<file path="src/rtl/vote_pkg.sv">
// Shared types and helpers for the voting session counter.
package vote_pkg;

  typedef enum logic [1:0] {IDLE, OPEN_S, CLOSED} vote_state_t;

  localparam int MAX_VOTERS = 32;

  // Returns a one-hot vector with bit 'value' set, limited to the low 'width' bits.
  function automatic logic [MAX_VOTERS:0] onehot_count(input logic [5:0] value, input int width);
    logic [MAX_VOTERS:0] result;
    result = '0;
    for (int k = 0; k <= MAX_VOTERS; k++) begin
      if (k < width && value == 6'(k)) begin
        result[k] = 1'b1;
      end
    end
    return result;
  endfunction

endpackage

</file>
<file path="src/rtl/vote_popcount.sv">
// Combinational population count of an N-bit ballot vector.
module vote_popcount #(
  parameter int N  = 3,
  parameter int CW = $clog2(N + 1)
) (
  input  logic [N-1:0]  vec,
  output logic [CW-1:0] count
);

  always_comb begin
    count = '0;
    for (int i = 0; i < N; i++) begin
      count = count + CW'(vec[i]);
    end
  end

endmodule

</file>
<file path="src/rtl/vote_session_counter.sv">
// Voting session FSM with registered yes/no tallies, one-hot yes count and verdict.
module vote_session_counter
  import vote_pkg::*;
#(
  parameter int N = 3
) (
  input  logic                    clk,
  input  logic                    rst,
  input  logic                    START,
  input  logic                    CLOSE,
  input  logic [N-1:0]            C,
  input  logic [N-1:0]            V,
  output logic [N:0]              R,
  output logic [$clog2(N+1)-1:0]  YES,
  output logic [$clog2(N+1)-1:0]  NO,
  output logic [N-1:0]            CAST,
  output logic                    MAJ,
  output logic                    TIE,
  output logic                    OPEN,
  output logic                    DONE
);

  localparam int CW = $clog2(N + 1);

  vote_state_t    state_q, state_d;
  logic [CW-1:0]  yes_q, yes_d, no_q, no_d;
  logic [N-1:0]   cast_q, cast_d;
  logic [N:0]     r_q, r_d;
  logic           maj_q, maj_d, tie_q, tie_d, done_q, done_d;

  logic [N-1:0]   acc;
  logic [CW-1:0]  yesCnt, noCnt;

  // Only first-time ballots in an open session are accepted.
  assign acc = (state_q == OPEN_S) ? (C & ~cast_q) : '0;

  vote_popcount #(.N(N), .CW(CW)) u_yesCount (.vec(acc & V),  .count(yesCnt));
  vote_popcount #(.N(N), .CW(CW)) u_noCount  (.vec(acc & ~V), .count(noCnt));

  always_comb begin
    state_d = state_q;
    yes_d   = yes_q;
    no_d    = no_q;
    cast_d  = cast_q;
    maj_d   = maj_q;
    tie_d   = tie_q;
    done_d  = 1'b0;
    case (state_q)
      IDLE, CLOSED: begin
        if (START) begin
          state_d = OPEN_S;
          yes_d   = '0;
          no_d    = '0;
          cast_d  = '0;
          maj_d   = 1'b0;
          tie_d   = 1'b0;
        end
      end
      OPEN_S: begin
        cast_d = cast_q | acc;
        yes_d  = yes_q + yesCnt;
        no_d   = no_q + noCnt;
        // The verdict is taken from the tallies including this cycle's ballots.
        if (CLOSE || cast_d == {N{1'b1}}) begin
          state_d = CLOSED;
          done_d  = 1'b1;
          maj_d   = yes_d > no_d;
          tie_d   = yes_d == no_d;
        end
      end
      default: state_d = IDLE;
    endcase
    r_d = (N+1)'(onehot_count(6'(yes_d), N + 1));
  end

  always_ff @(posedge clk) begin
    if (rst) begin
      state_q <= IDLE;
      yes_q   <= '0;
      no_q    <= '0;
      cast_q  <= '0;
      r_q     <= (N+1)'(1);
      maj_q   <= 1'b0;
      tie_q   <= 1'b0;
      done_q  <= 1'b0;
    end else begin
      state_q <= state_d;
      yes_q   <= yes_d;
      no_q    <= no_d;
      cast_q  <= cast_d;
      r_q     <= r_d;
      maj_q   <= maj_d;
      tie_q   <= tie_d;
      done_q  <= done_d;
    end
  end

  assign R    = r_q;
  assign YES  = yes_q;
  assign NO   = no_q;
  assign CAST = cast_q;
  assign MAJ  = maj_q;
  assign TIE  = tie_q;
  assign OPEN = (state_q == OPEN_S);
  assign DONE = done_q;

endmodule

</file>
<file path="config.mk">
export PLATFORM = sky130hd
export DESIGN_NAME = vote_session_counter
export DESIGN_NICKNAME = d
export VERILOG_FILES = /design/src/rtl/vote_pkg.sv /design/src/rtl/vote_popcount.sv /design/src/rtl/vote_session_counter.sv
export SDC_FILE = /design/constraint.sdc
export NUM_CORES = 1
export LEC_CHECK = 0
export BUFFER_PORTS_ARGS = -buffer_cell sky130_fd_sc_hd__buf_4
export CAP_MARGIN = 0
export CORE_ASPECT_RATIO = 1.2
export CORE_MARGIN = 4
export CORE_UTILIZATION = 30
export DETAILED_ROUTE_END_ITERATION = 10
export GPL_TIMING_DRIVEN = 0
export PLACE_DENSITY_LB_ADDON = 0.1
export SLEW_MARGIN = 20
export SYNTH_ARGS = -nofsm -noshare
export SYNTH_HDL_FRONTEND = slang
export SYNTH_HIERARCHICAL = 1
export SYNTH_SLANG_ARGS = --single-unit
export TNS_END_PERCENT = 10
</file>
<file path="constraint.sdc">
create_clock -name clk -period 3.8 [get_ports clk]
set_input_delay 0.57 -clock clk [delete_from_list [all_inputs] [get_ports clk]]
set_output_delay 0.57 -clock clk [all_outputs]
set_load 0.05 [all_outputs]
</file>
==> impl_metrics.env <==
export IMPL_status="completed"
export IMPL_grt_overflow_total=0
export IMPL_critPathCaptureType="flop"
export IMPL_final_cell_mix="buf_4, dfxtp_1, nor2_1"
export IMPL_drt_iter0_drc=12
export IMPL_max_vdd_ir_drop_mv=0.242
export IMPL_post_route_period_util_pct=80.1
export IMPL_arrival_ns=3.20
export IMPL_slew_viol_final=0
export IMPL_synth_fa_ha_area_share_pct=11.3
export IMPL_routedWlPerCell_um=11.7
export IMPL_drc=0
export IMPL_pin_count=25
export IMPL_synth_area_per_cell_um2=8.98
export IMPL_antenna_left=0
export IMPL_cts_tree="built"
export IMPL_drive_gt1_share_pct=27.4
export IMPL_cts_sinks=16
export IMPL_synth_nets=105
export IMPL_crit_required_ns=3.96
export IMPL_globalplace_congestion=0.682
export IMPL_area_delta_synth_final_pct=32.2
export IMPL_clk_pin_slew_worst_paths_ns=0.09
export IMPL_setup_violations=0
export IMPL_synth_area_leader_cell="dfxtp_1"
export IMPL_rows=20
export IMPL_min_period_ns=3.05
export IMPL_grt_max_degree=11
export IMPL_routed_wl_um=1760
export IMPL_yosysSeqAreaShare_pct=40.1
export IMPL_grt_setup_unrepaired="false"
export IMPL_coreArea_um2=2550
export IMPL_cap_violations=0
export IMPL_place_ws_ns=0.731
export IMPL_slew_headroom_pct=63.4
export IMPL_final_hold_viol_count=0
export IMPL_yosysUniqueCellTypes=32
export IMPL_hold_slack_ns=0.473
export IMPL_synth_top_area_share_pct=40.1
export IMPL_ys_warn_count=6
export IMPL_port_buffers=24
export IMPL_fillers=289
export IMPL_netlist_area_um2=800
export IMPL_worstHoldPathType="flop to flop"
export IMPL_firstDrtPassIters=2
export IMPL_skew_ns=0.00223
export IMPL_start_util_pct=31.3
export IMPL_crit_type="flop to flop"
export IMPL_synth_cells=89
export IMPL_die_area_um2=3560
export IMPL_die_width_um=55.1
export IMPL_startpoint_type="flop"
export IMPL_diodes=0
export IMPL_track_usage_pct=11.1
export IMPL_cellLeakagePower_nw=0.487
export IMPL_die_h_um=64.6
export IMPL_synthMuxAreaShare_pct=5.16
export IMPL_clockBufferDepth=2
export IMPL_fin_nets=134
export IMPL_worst_slack_ns=0.754
export IMPL_p_per_area_nw_per_um2=338
export IMPL_worst_pin_slew_ns=0.541
export IMPL_final_setup_tns_ns=0
export IMPL_mostFrequentLayoutCell="buf_4"
export IMPL_synthSimpleGateAreaFrac_pct=25.7
export IMPL_synthTopCellsByArea="dfxtp_1, nor2_1, ha_1, fa_1, a21oi_1"
export IMPL_cts_setup_buffers=0
export IMPL_synth_seq_cells=16
export IMPL_cts_root_buf="clkbuf_4"
export IMPL_hpwl_um=1420
export IMPL_fmax_mhz=328
export IMPL_synth_top_family_by_area="simple AND/OR/NAND/NOR gates"
export IMPL_synth_xor_area_share_pct=4.38
export IMPL_cts_hold_buffers_added=0
export IMPL_grt_pass1_wl_um=2900
export IMPL_antenna_found_initial=0
export IMPL_avgViaCountPerCell=4.47
export IMPL_grt_pass1_vias=677
export IMPL_num_vias=671
export IMPL_synth_compound_area_share_pct=11.1
export IMPL_cts_buffers_inserted=3
export IMPL_clock_latency_ns=0.28
export IMPL_worst_path_max_fanout=10
export IMPL_cts_htree_levels=1
export IMPL_cts_resized_gates=0
layer usage:
| layer | wire [um] | GRT usage, % |
|---|---|---|
| met5 | 0 | 0 |
| met4 | 13 | 3.65 |
| met3 | 116 | 2.53 |
| met2 | 830 | 17.8 |
| met1 | 796 | 14.4 |
cell usage after synthesis, drive strengths merged:
library cell and number:
or2 2, mux2 1, a22oi 2, nand3 1, a21oi 6, or3b 1
ha 4, fa 2, nor2b 2, inv 4, o22ai 1, and2 1
nand2 6, nand2b 2, o21ba 1, nor4b 1, nor3b 3, dfxtp 16
xor2 1, a21o 1, nor3 3, mux2i 3, xnor2 3, nand3b 1
nor2 15, clkbuf 1, o21ai 4, and4b 1
per-stage QoR:
stage               cells  area, um^2  util (%)  total power, mW
floorplan              89         800         -            0.228
global placement      146        1020      40.0            0.252
detailed placement    146        1020      40.0            0.252
CTS                   150        1060      41.4            0.365
global route          150        1060      41.4            0.382
finish                150        1060      41.4            0.358
logic make-up (layout without fill, tap and decap cells):
group                    count (synthesis)  after routing
flip-flops                              16             16
XOR/XNOR                                 4              4
AO/OA/AOI/OAI                           15             15
multiplexers                             4              4
adder cells (fa/ha/maj)                  6              6
AND/OR/NAND/NOR                         39             39
buffers and inverters                    5             33
registers in the layout, summed over array words and instances, names as in the netlist:
signal,cells
R,4
CAST,3
DONE,1
TIE,1
NO,2
state_q,2
MAJ,1
YES,2
worst max-delay path, cell delays in order, from the launching register on:
cell and delay (ns):
dfxtp_1 0.46, nand2b_1 0.17, inv_2 0.17, nand2_1 0.09, nor3b_1 0.28, fa_1 0.48, ha_1 0.20, xnor2_1 0.27
xnor2_1 0.18, ha_1 0.28, nor2b_1 0.14, o21ai_0 0.13, mux2i_1 0.08
worst paths after layout:
kind	start	to	slack (ns)	depth (start not counted)
worst min-delay path	MAJ$_SDFFE_PP0P_	MAJ$_SDFFE_PP0P_	0.47	2
worst max-delay path	state_q[0]$_SDFFE_PP0P_	MAJ$_SDFFE_PP0P_	0.75	12
worst min register to register	MAJ$_SDFFE_PP0P_	MAJ$_SDFFE_PP0P_	0.47	2
worst max register to register	state_q[0]$_SDFFE_PP0P_	MAJ$_SDFFE_PP0P_	0.75	12
final cells by class:
| class | instances | area (um^2) | share of cell area, % |
|---|---|---|---|
| tap | 33 | 41.3 | 3.91 |
| inverter | 4 | 15.0 | 1.42 |
| multi-input combinational | 68 | 460 | 43.6 |
| clock buffer | 4 | 36.3 | 3.43 |
| timing repair buffer | 24 | 180 | 17.0 |
| sequential | 16 | 320 | 30.3 |
| buffer | 1 | 3.75 | 0.355 |
report_power, final:
part           leakage [nW]  switching (mW)  internal (mW)
logic                 0.337          0.0420         0.0278
registers             0.130         0.00497          0.173
clock network        0.0210          0.0518         0.0582
No activity file was read; power rests on OpenSTA's default activity.
